### config.mk
export PLATFORM = sky130hd
export DESIGN_NAME = chip_draw_scheduler
export DESIGN_NICKNAME = d
export VERILOG_FILES = /design/src/rtl/chip_draw_scheduler.sv
export SDC_FILE = /design/constraint.sdc
export NUM_CORES = 1
export LEC_CHECK = 0
export ABC_AREA = 1
export BUFFER_PORTS_ARGS = -buffer_cell sky130_fd_sc_hd__buf_2
export CAP_MARGIN = 10
export CORE_MARGIN = 2
export CORE_UTILIZATION = 30
export CTS_CLUSTER_DIAMETER = 60
export DETAILED_ROUTE_END_ITERATION = 10
export HOLD_SLACK_MARGIN = 0.08
export PLACE_DENSITY = 0.56
export SYNTH_ARGS = -nofsm -noshare
export SYNTH_HDL_FRONTEND = slang
export SYNTH_SLANG_ARGS = --single-unit
### constraint.sdc
create_clock -name clk -period 3.89 [get_ports clk]
set_input_delay 0.5835 -clock clk [delete_from_list [all_inputs] [get_ports clk]]
set_output_delay 0.5835 -clock clk [all_outputs]
set_load 0.005 [all_outputs]
### src/rtl/chip_draw_scheduler.sv
// Round-robin scheduler for the 16x16 chip-sprite path: grants one of two
// requesters, steps the sprite ROM through 256 texels and emits aligned x/y/plot.
module chip_draw_scheduler #(
    parameter int X0      = 24,
    parameter int Y0      = 16,
    parameter int ROM_LAT = 1
) (
    input  logic       clk,
    input  logic       reset,
    input  logic       req0,
    input  logic [2:0] col0,
    input  logic [2:0] row0,
    input  logic [1:0] sel0,
    output logic       ack0,
    input  logic       req1,
    input  logic [2:0] col1,
    input  logic [2:0] row1,
    input  logic [1:0] sel1,
    output logic       ack1,
    output logic       err,
    output logic [7:0] rom_addr,
    output logic [1:0] sprite_sel,
    output logic [7:0] x_out,
    output logic [6:0] y_out,
    output logic       plot,
    output logic       busy
);

    typedef enum logic [1:0] {IDLE, DRAW, DRAIN, DONE} state_t;

    state_t     state_q, state_d;
    logic       port_q, port_d;
    logic       last_grant_q, last_grant_d;
    logic [2:0] col_q, col_d;
    logic [2:0] row_q, row_d;
    logic [1:0] sel_q, sel_d;
    logic       err_q, err_d;
    logic [7:0] rom_addr_q, rom_addr_d;
    logic [1:0] drain_cnt_q, drain_cnt_d;
    logic       plot_q, plot_d;
    logic [7:0] x_q, x_d;
    logic [6:0] y_q, y_d;

    logic       gnt_port;
    logic       reject;
    logic       tap_valid;
    logic [7:0] tap_addr;

    always_comb begin
        state_d      = state_q;
        port_d       = port_q;
        last_grant_d = last_grant_q;
        col_d        = col_q;
        row_d        = row_q;
        sel_d        = sel_q;
        err_d        = err_q;
        rom_addr_d   = rom_addr_q;
        drain_cnt_d  = drain_cnt_q;
        gnt_port     = 1'b0;
        reject       = 1'b0;
        case (state_q)
            IDLE: begin
                if (req0 || req1) begin
                    // On contention the port that did not win last time goes first
                    gnt_port     = (req0 && req1) ? ~last_grant_q : req1;
                    port_d       = gnt_port;
                    last_grant_d = gnt_port;
                    col_d        = gnt_port ? col1 : col0;
                    row_d        = gnt_port ? row1 : row0;
                    sel_d        = gnt_port ? sel1 : sel0;
                    reject       = (col_d > 3'd6) || (row_d > 3'd5) || (sel_d == 2'd3);
                    err_d        = reject;
                    rom_addr_d   = 8'd0;
                    state_d      = reject ? DONE : DRAW;
                end
            end
            DRAW: begin
                if (rom_addr_q == 8'd255) begin
                    rom_addr_d  = 8'd0;
                    drain_cnt_d = 2'(ROM_LAT - 1);
                    state_d     = DRAIN;
                end else begin
                    rom_addr_d = rom_addr_q + 8'd1;
                end
            end
            DRAIN: begin
                if (drain_cnt_q == 2'd0) begin
                    state_d = DONE;
                end else begin
                    drain_cnt_d = drain_cnt_q - 2'd1;
                end
            end
            DONE: begin
                state_d = IDLE;
            end
            default: begin
                state_d = IDLE;
            end
        endcase
    end

    // Texel index travels alongside the ROM read so x/y line up with the colour
    generate
        if (ROM_LAT >= 2) begin : g_stage
            logic       stage_valid_q, stage_valid_d;
            logic [7:0] stage_addr_q, stage_addr_d;

            always_comb begin
                stage_valid_d = (state_q == DRAW);
                stage_addr_d  = rom_addr_q;
            end

            always_ff @(posedge clk) begin
                if (reset) begin
                    stage_valid_q <= 1'b0;
                    stage_addr_q  <= 8'd0;
                end else begin
                    stage_valid_q <= stage_valid_d;
                    stage_addr_q  <= stage_addr_d;
                end
            end

            assign tap_valid = stage_valid_q;
            assign tap_addr  = stage_addr_q;
        end else begin : g_direct
            assign tap_valid = (state_q == DRAW);
            assign tap_addr  = rom_addr_q;
        end
    endgenerate

    always_comb begin
        plot_d = tap_valid;
        x_d    = x_q;
        y_d    = y_q;
        if (tap_valid) begin
            x_d = 8'(X0) + {1'b0, col_q, 4'b0000} + {4'b0000, tap_addr[3:0]};
            y_d = 7'(Y0) + {row_q, 4'b0000} + {3'b000, tap_addr[7:4]};
        end
    end

    always_ff @(posedge clk) begin
        if (reset) begin
            state_q      <= IDLE;
            port_q       <= 1'b0;
            last_grant_q <= 1'b1;
            col_q        <= 3'd0;
            row_q        <= 3'd0;
            sel_q        <= 2'd0;
            err_q        <= 1'b0;
            rom_addr_q   <= 8'd0;
            drain_cnt_q  <= 2'd0;
            plot_q       <= 1'b0;
            x_q          <= 8'd0;
            y_q          <= 7'd0;
        end else begin
            state_q      <= state_d;
            port_q       <= port_d;
            last_grant_q <= last_grant_d;
            col_q        <= col_d;
            row_q        <= row_d;
            sel_q        <= sel_d;
            err_q        <= err_d;
            rom_addr_q   <= rom_addr_d;
            drain_cnt_q  <= drain_cnt_d;
            plot_q       <= plot_d;
            x_q          <= x_d;
            y_q          <= y_d;
        end
    end

    assign ack0       = (state_q == DONE) && !port_q;
    assign ack1       = (state_q == DONE) && port_q;
    assign err        = (state_q == DONE) && err_q;
    assign busy       = (state_q != IDLE);
    assign rom_addr   = rom_addr_q;
    assign sprite_sel = sel_q;
    assign x_out      = x_q;
    assign y_out      = y_q;
    assign plot       = plot_q;

endmodule
==> impl_metrics.toml, run 1 <==
[placement]
detailed_place_hpwl_um = 3180
dp.cells = 372
port_buffers = 49
placedInstanceArea_um2 = 2200
finalWeightedCongestion = 0.813
place_ws_ps = 2030

[die]
die_area_um2 = 7030
rows = 29
die_h_um = 83.8
core_area_um2 = 6240
start_util_pct = 30.6
io_pins = 50
die_x_um = 83.8

[critical_path]
crit_family = "adder cells"
end_kind = "output port"
arrival_ps = 1370
r2r_setup_slack_ps = 2100
crit_type = "register to output port"
slowest_delay_ps = 400
crit_buf_inv = 3
path_cells = "inv_1, ha_1, inv_1, buf_2"
path_max_fanout = 7
cp-startpoint = "state_q[0]"
path_common_cell = "inv_1"
start_kind = "register"
worstReg2RegStart = "state_q[1]"
cp_slowest_cell = "ha_1"
cp.required_ps = 3310

[cells_and_area]
drive_gt1_share_pct = 25.7
fin_nets = 330
final_core_util_pct = 37.4
area_delta_synth_final_pct = 22.0
num_antenna_cells = 0
final_cell_area_um2 = 2330
stdcell_count = 380

[synthesis]
syn-instance-count = 255
syn-mean-instance-area_um2 = 7.50
ys_types = 32
synth_nets = 283
synth-seq-area-share_pct = 40.8
ys.warnings.count = 0
synth_seq_cells = 39
netlist_area_um2 = 1910

[clocking]
cts-resized-gates = 0
cts_hold_buffers = 0
clockBufferDepth = 2
cts_tree = "yes"
clock_sinks = 39
cts_root_buffer = "clkbuf_8"
path_clk_slew_ps = 70
cts_buffers = 5
clk-insertion-delay-late_ps = 290
htreeDepth = 2
postCtsSetupBuffers = 0

[sta]
hold_viol_final = 0
clock_skew_ps = 10.4
fin_ws_ps = 1940
fin_crit_sh_pct = 50.2
fmax_mhz = 512
final.setup.tns_ps = 0
slew_viol_final = 0
worst_pin_slew_ps = 768
max_slew_margin_pct = 48.7
min_period_ps = 1950
finalSetupViolations = 0
rsz0062_at_grt = "false"
fin_hold_ws_ps = 466

[run_status]
status = "finished, final reports clean"

[global_route]
antenna_found_initial = 0
grt_pass1_vias = 1528
grt_max_degree = 31
gr-total-overflow = 0
grt_pass1_wl_um = 7380
grt_use_total_pct = 12.8

[routing]
drt_wl_total_um = 4320
wl_per_cell_um = 11.4
vias = 1730
drtAntennaViolNets = 0
via_per_inst = 4.55
drt-initial-drc-count = 80
firstDrtPassIters = 4
drc = 0

[power]
vdd_drop_max_mv = 0.251
power.density_nw_per_um2 = 705
power_mw = 1.64
p_leak_nw = 1.12

[hold_path]
hold_path.class = "register to register"
hp-start = "drain_cnt_q[0]"

[flow_run]
cap_violations = 0
-- worst reg2reg max path: cells and delay by family (launching register included) --
| family | cells | cell delay [ps] |
|---|---|---|
| flops | 1 | 330 |
| compound gates | 1 | 310 |
| simple gates | 2 | 260 |
| fa+ha+maj | 1 | 150 |
| buf+inv | 4 | 640 |
-- Yosys cell counts, drive strengths merged --
| master | number | share of area [%] |
|---|---|---|
| a21oi | 18 | 4.9 |
| a31oi | 8 | 2.6 |
| buf | 7 | 2.6 |
| clkbuf | 3 | 0.59 |
| dfxtp | 39 | 41 |
| ha | 8 | 5.2 |
| inv | 30 | 5.9 |
| nand2 | 51 | 11 |
| nand3 | 15 | 4.2 |
| nand4 | 3 | 1.3 |
| nor2 | 31 | 6.5 |
| nor3 | 4 | 1.3 |
| nor3b | 1 | 0.65 |
| o21a | 1 | 0.39 |
| o21ai | 31 | 9.5 |
| o22ai | 1 | 0.33 |
| or2 | 1 | 0.33 |
| xnor2 | 2 | 0.92 |
| xor2 | 1 | 0.46 |
-- worst paths after layout --
path,to,cells after the start
max,busy,4
min,drain_cnt_q[0],2
max reg2reg,rom_addr[5],8
min reg2reg,drain_cnt_q[0],2
-- metal layers --
layer	wire length [µm]	vias to the layer above	GRT usage (%)
met3	211	2	3.76
met2	1940	40	19.3
li1	-	929	-
met5	0	-	0
met1	2150	759	17.7
met4	23	0	3.96
-- power breakdown --
part	internal (mW)	switching [mW]	total [mW]
logic	0.243	0.406	0.649
registers	0.521	0.0693	0.590
clock network	0.257	0.148	0.404
-- logic make-up (layout without fill, tap and decap cells) --
group                      Yosys count  after routing  synth area share [%]
adders and majority gates            8              8                  5.24
and+or+nand+nor                    106            106                  25.7
AOI/OAI and AO/OA                   59             59                  17.7
DFF                                 39             39                  40.8
buffers and inverters               40             88                  9.10
xor gates and xnor gates             3              3                  1.37
-- state kept, by name, indices dropped and copies added, names as in the netlist --
signal        cells
drain_cnt_q       2
col_q             3
rom_addr          8
y_out             7
port_q            1
last_grant_q      1
state_q           2
row_q             3
sprite_sel        2
plot              1
err_q             1
x_out             8
-- cell usage in the layout, fill, tap and decap left out, types with 2 or more instances in the layout --
master and count:
bufinv_16 2, nand3_1 14, inv_2 4, ha_1 8, nand4_1 2, o21ai_4 2, o21ai_0 26, buf_2 49
nand2_2 5, nor2_1 30, o21ai_1 2, dfxtp_1 39, nand2_4 2, clkbuf_8 5, a31oi_1 8, xnor2_1 2
inv_1 26, nor3_1 3, nand2_1 44, a21oi_1 17
-- layout make-up --
| class | instances | area, µm² |
|---|---|---|
| clock buffers | 6 | 72.6 |
| flip-flops and latches | 39 | 781 |
| well taps | 77 | 96.3 |
| fillers | 699 | 3910 |
| repair buffers | 50 | 253 |
| clock inverters | 2 | 60.1 |
| inverters | 30 | 113 |
| multi-input cells | 176 | 957 |
(Power assumes the default switching activity.)
==> run 2: changes to the inputs <==
- ABC_AREA: 1 -> 0
- PLACE_DENSITY: 0.56 -> 0.58
- clock period: 3.89 -> 1.6 ns (I/O delays scaled with it)
==> impl_metrics.toml, run 2 <==
[placement]
port_buffers = 49
place_ws_ps = -31.9
dp.cells = 352
finalWeightedCongestion = 0.795
detailed_place_hpwl_um = 3290

[synthesis]
synthTopCellsByArea = "dfxtp_1 (42%), mux2i_1 (9.7%), a211oi_1 (6.1%)"
ys.warnings.count = 0
yosysMostFrequentCell = "dfxtp_1"
ys_types = 40
synth_nets = 238
synth_top_cell_by_area = "dfxtp_1"
synthArstFlopShare_pct = 0
synth-seq-area-share_pct = 42.1
synth_seq_cells = 39
synth_edf_count = 0
synth.top_cell.area_share_pct = 42.1
syn-mean-instance-area_um2 = 8.83
syn-instance-count = 210
netlist_area_um2 = 1850
synth_ff_type = "dfxtp_1"
synth_commonest_cells = "dfxtp_1 (39), nor2_1 (28), mux2i_1 (18)"

[power]
power.density_nw_per_um2 = 1410
p_leak_nw = 1.08
vdd_drop_max_mv = 0.571

[sta]
min_period_ps = 1550
clock_skew_ps = 4.89
hold_viol_final = 0
slew_viol_final = 0
max_slew_margin_pct = 78.5
fmax_mhz = 645
fin_crit_sh_pct = 96.9
finalSetupViolations = 0
fin_ws_ps = 49.5
final.setup.tns_ps = 0
worst_pin_slew_ps = 320
rsz0062_at_grt = "true"

[routing]
drtAntennaViolNets = 0
vias = 1721
drt-initial-drc-count = 57
drc = 0
via_per_inst = 4.78
firstDrtPassIters = 4
drt_wl_total_um = 4370
wl_per_cell_um = 12.1

[critical_path]
arrival_ps = 1790
path_max_fanout = 4
start_kind = "register"
crit_type = "register to register"
end_kind = "register"
cp.required_ps = 1840

[cells_and_area]
final_cell_mix = "buf_2 (49), dfxtp_1 (36), nor2_1 (28)"
fin_nets = 312
final_common_cell = "buf_2"
drive_gt1_share_pct = 35.4
stdcell_count = 360
nFillCells = 630
area_delta_synth_final_pct = 35.3
num_antenna_cells = 0
register_area_um2 = 785
multi_input_area_um2 = 1030
final_core_util_pct = 42.1

[clocking]
htreeDepth = 2
path_clk_slew_ps = 80
cts_buffers = 5
clockBufferDepth = 2
clock_sinks = 39
cts_root_buffer = "clkbuf_8"
clk-insertion-delay-late_ps = 300
cts_tree = "yes"

[global_route]
antenna_found_initial = 0
grt_use_total_pct = 14.1
grt_pass1_wl_um = 7350
grt_pass1_vias = 1608
gr-total-overflow = 0
grt_max_degree = 25

[die]
start_util_pct = 31.1
core_area_um2 = 5960
rows = 28
io_pins = 50
die_x_um = 82.6
die_h_um = 82.6
die_area_um2 = 6830

[hold_path]
hold_path.class = "input port to register"

[flow_run]
cap_violations = 0

[run_status]
status = "finished, final reports clean"
==> run 2: changes by cell type after synthesis, sizes merged, moves of 3 or more <==
cell and change:
nand3 -10, inv -21, a31oi -3, and2 +3, o21ai -21, a21oi -7, nor2b +3, a211oi +15
nand2 -38, mux2i +18
==> run 2: kinds of logic after synthesis <==
| kind of cell | share of synthesized area [%] |
|---|---|
| flip-flops | 42.1 |
| XOR/XNOR | 1.89 |
| buffers and inverters | 4.25 |
| AO/OA/AOI/OAI | 16.9 |
| AND/OR/NAND/NOR | 19.8 |
| multiplexers | 9.72 |
| adder cells (fa/ha/maj) | 5.40 |
==> run 2: worst paths after layout <==
path | slack [ps] | to | from | cells after the start
max | 50 | rom_addr[5] | state_q[0] | 6
min | 270 | row_q[0] | row0[0] | 3
max reg2reg | 50 | rom_addr[5] | state_q[0] | 6
min reg2reg | 470 | port_q | port_q | 2
==> run 2: report_power, final <==
part	total [mW]	switching, mW	leakage, nW	internal [mW]
sequential	1.30	0.124	0.320	1.17
combinational	1.54	0.769	0.720	0.767
clock	0.700	0.388	0.0408	0.312
==> run 2: what timing repair did <==
item / CTS / global route
hold buffers: 0 / 0
resized for setup: 4 / 12
buffers inserted: 0 / 0
setup endpoints to repair: 7 / 16
pin swaps: 0 / 1
==> run 2: final cells by class <==
cell class / instances / share of cell area (%)
flip-flops and latches: 39 / 31.3
clock inverters: 3 / 0.948
multi-input cells: 152 / 41.0
clock buffers: 5 / 2.74
repair buffers: 77 / 19.0
inverters: 9 / 1.35
well taps: 75 / 3.74
==> run 2: layer usage <==
metal  GRT usage (%)  up-vias  wire length (µm)
met1            18.1      763              2100
met5               0        -                 0
met4            4.92        0                41
met3            3.80        5               224
met2            22.8       49              2010
li1                -      904                 -
==> run 2: per-stage QoR <==
step	total power [mW]	cell area, µm²	hold slack (ps)
2_1_floorplan	2.16	1850	445
3_3_place_gp	2.77	2370	462
3_5_place_dp	2.78	2370	467
4_1_cts	3.51	2470	267
5_1_grt	3.82	2510	289
6_report	3.53	2510	271
==> run 2: critical path, stage by stage (launching register included) <==
cell	delay (ps)
dfxtp_2	350
inv_2	60
ha_4	160
or3b_4	250
o21ai_2	70
or4_1	460
a31oi_1	130
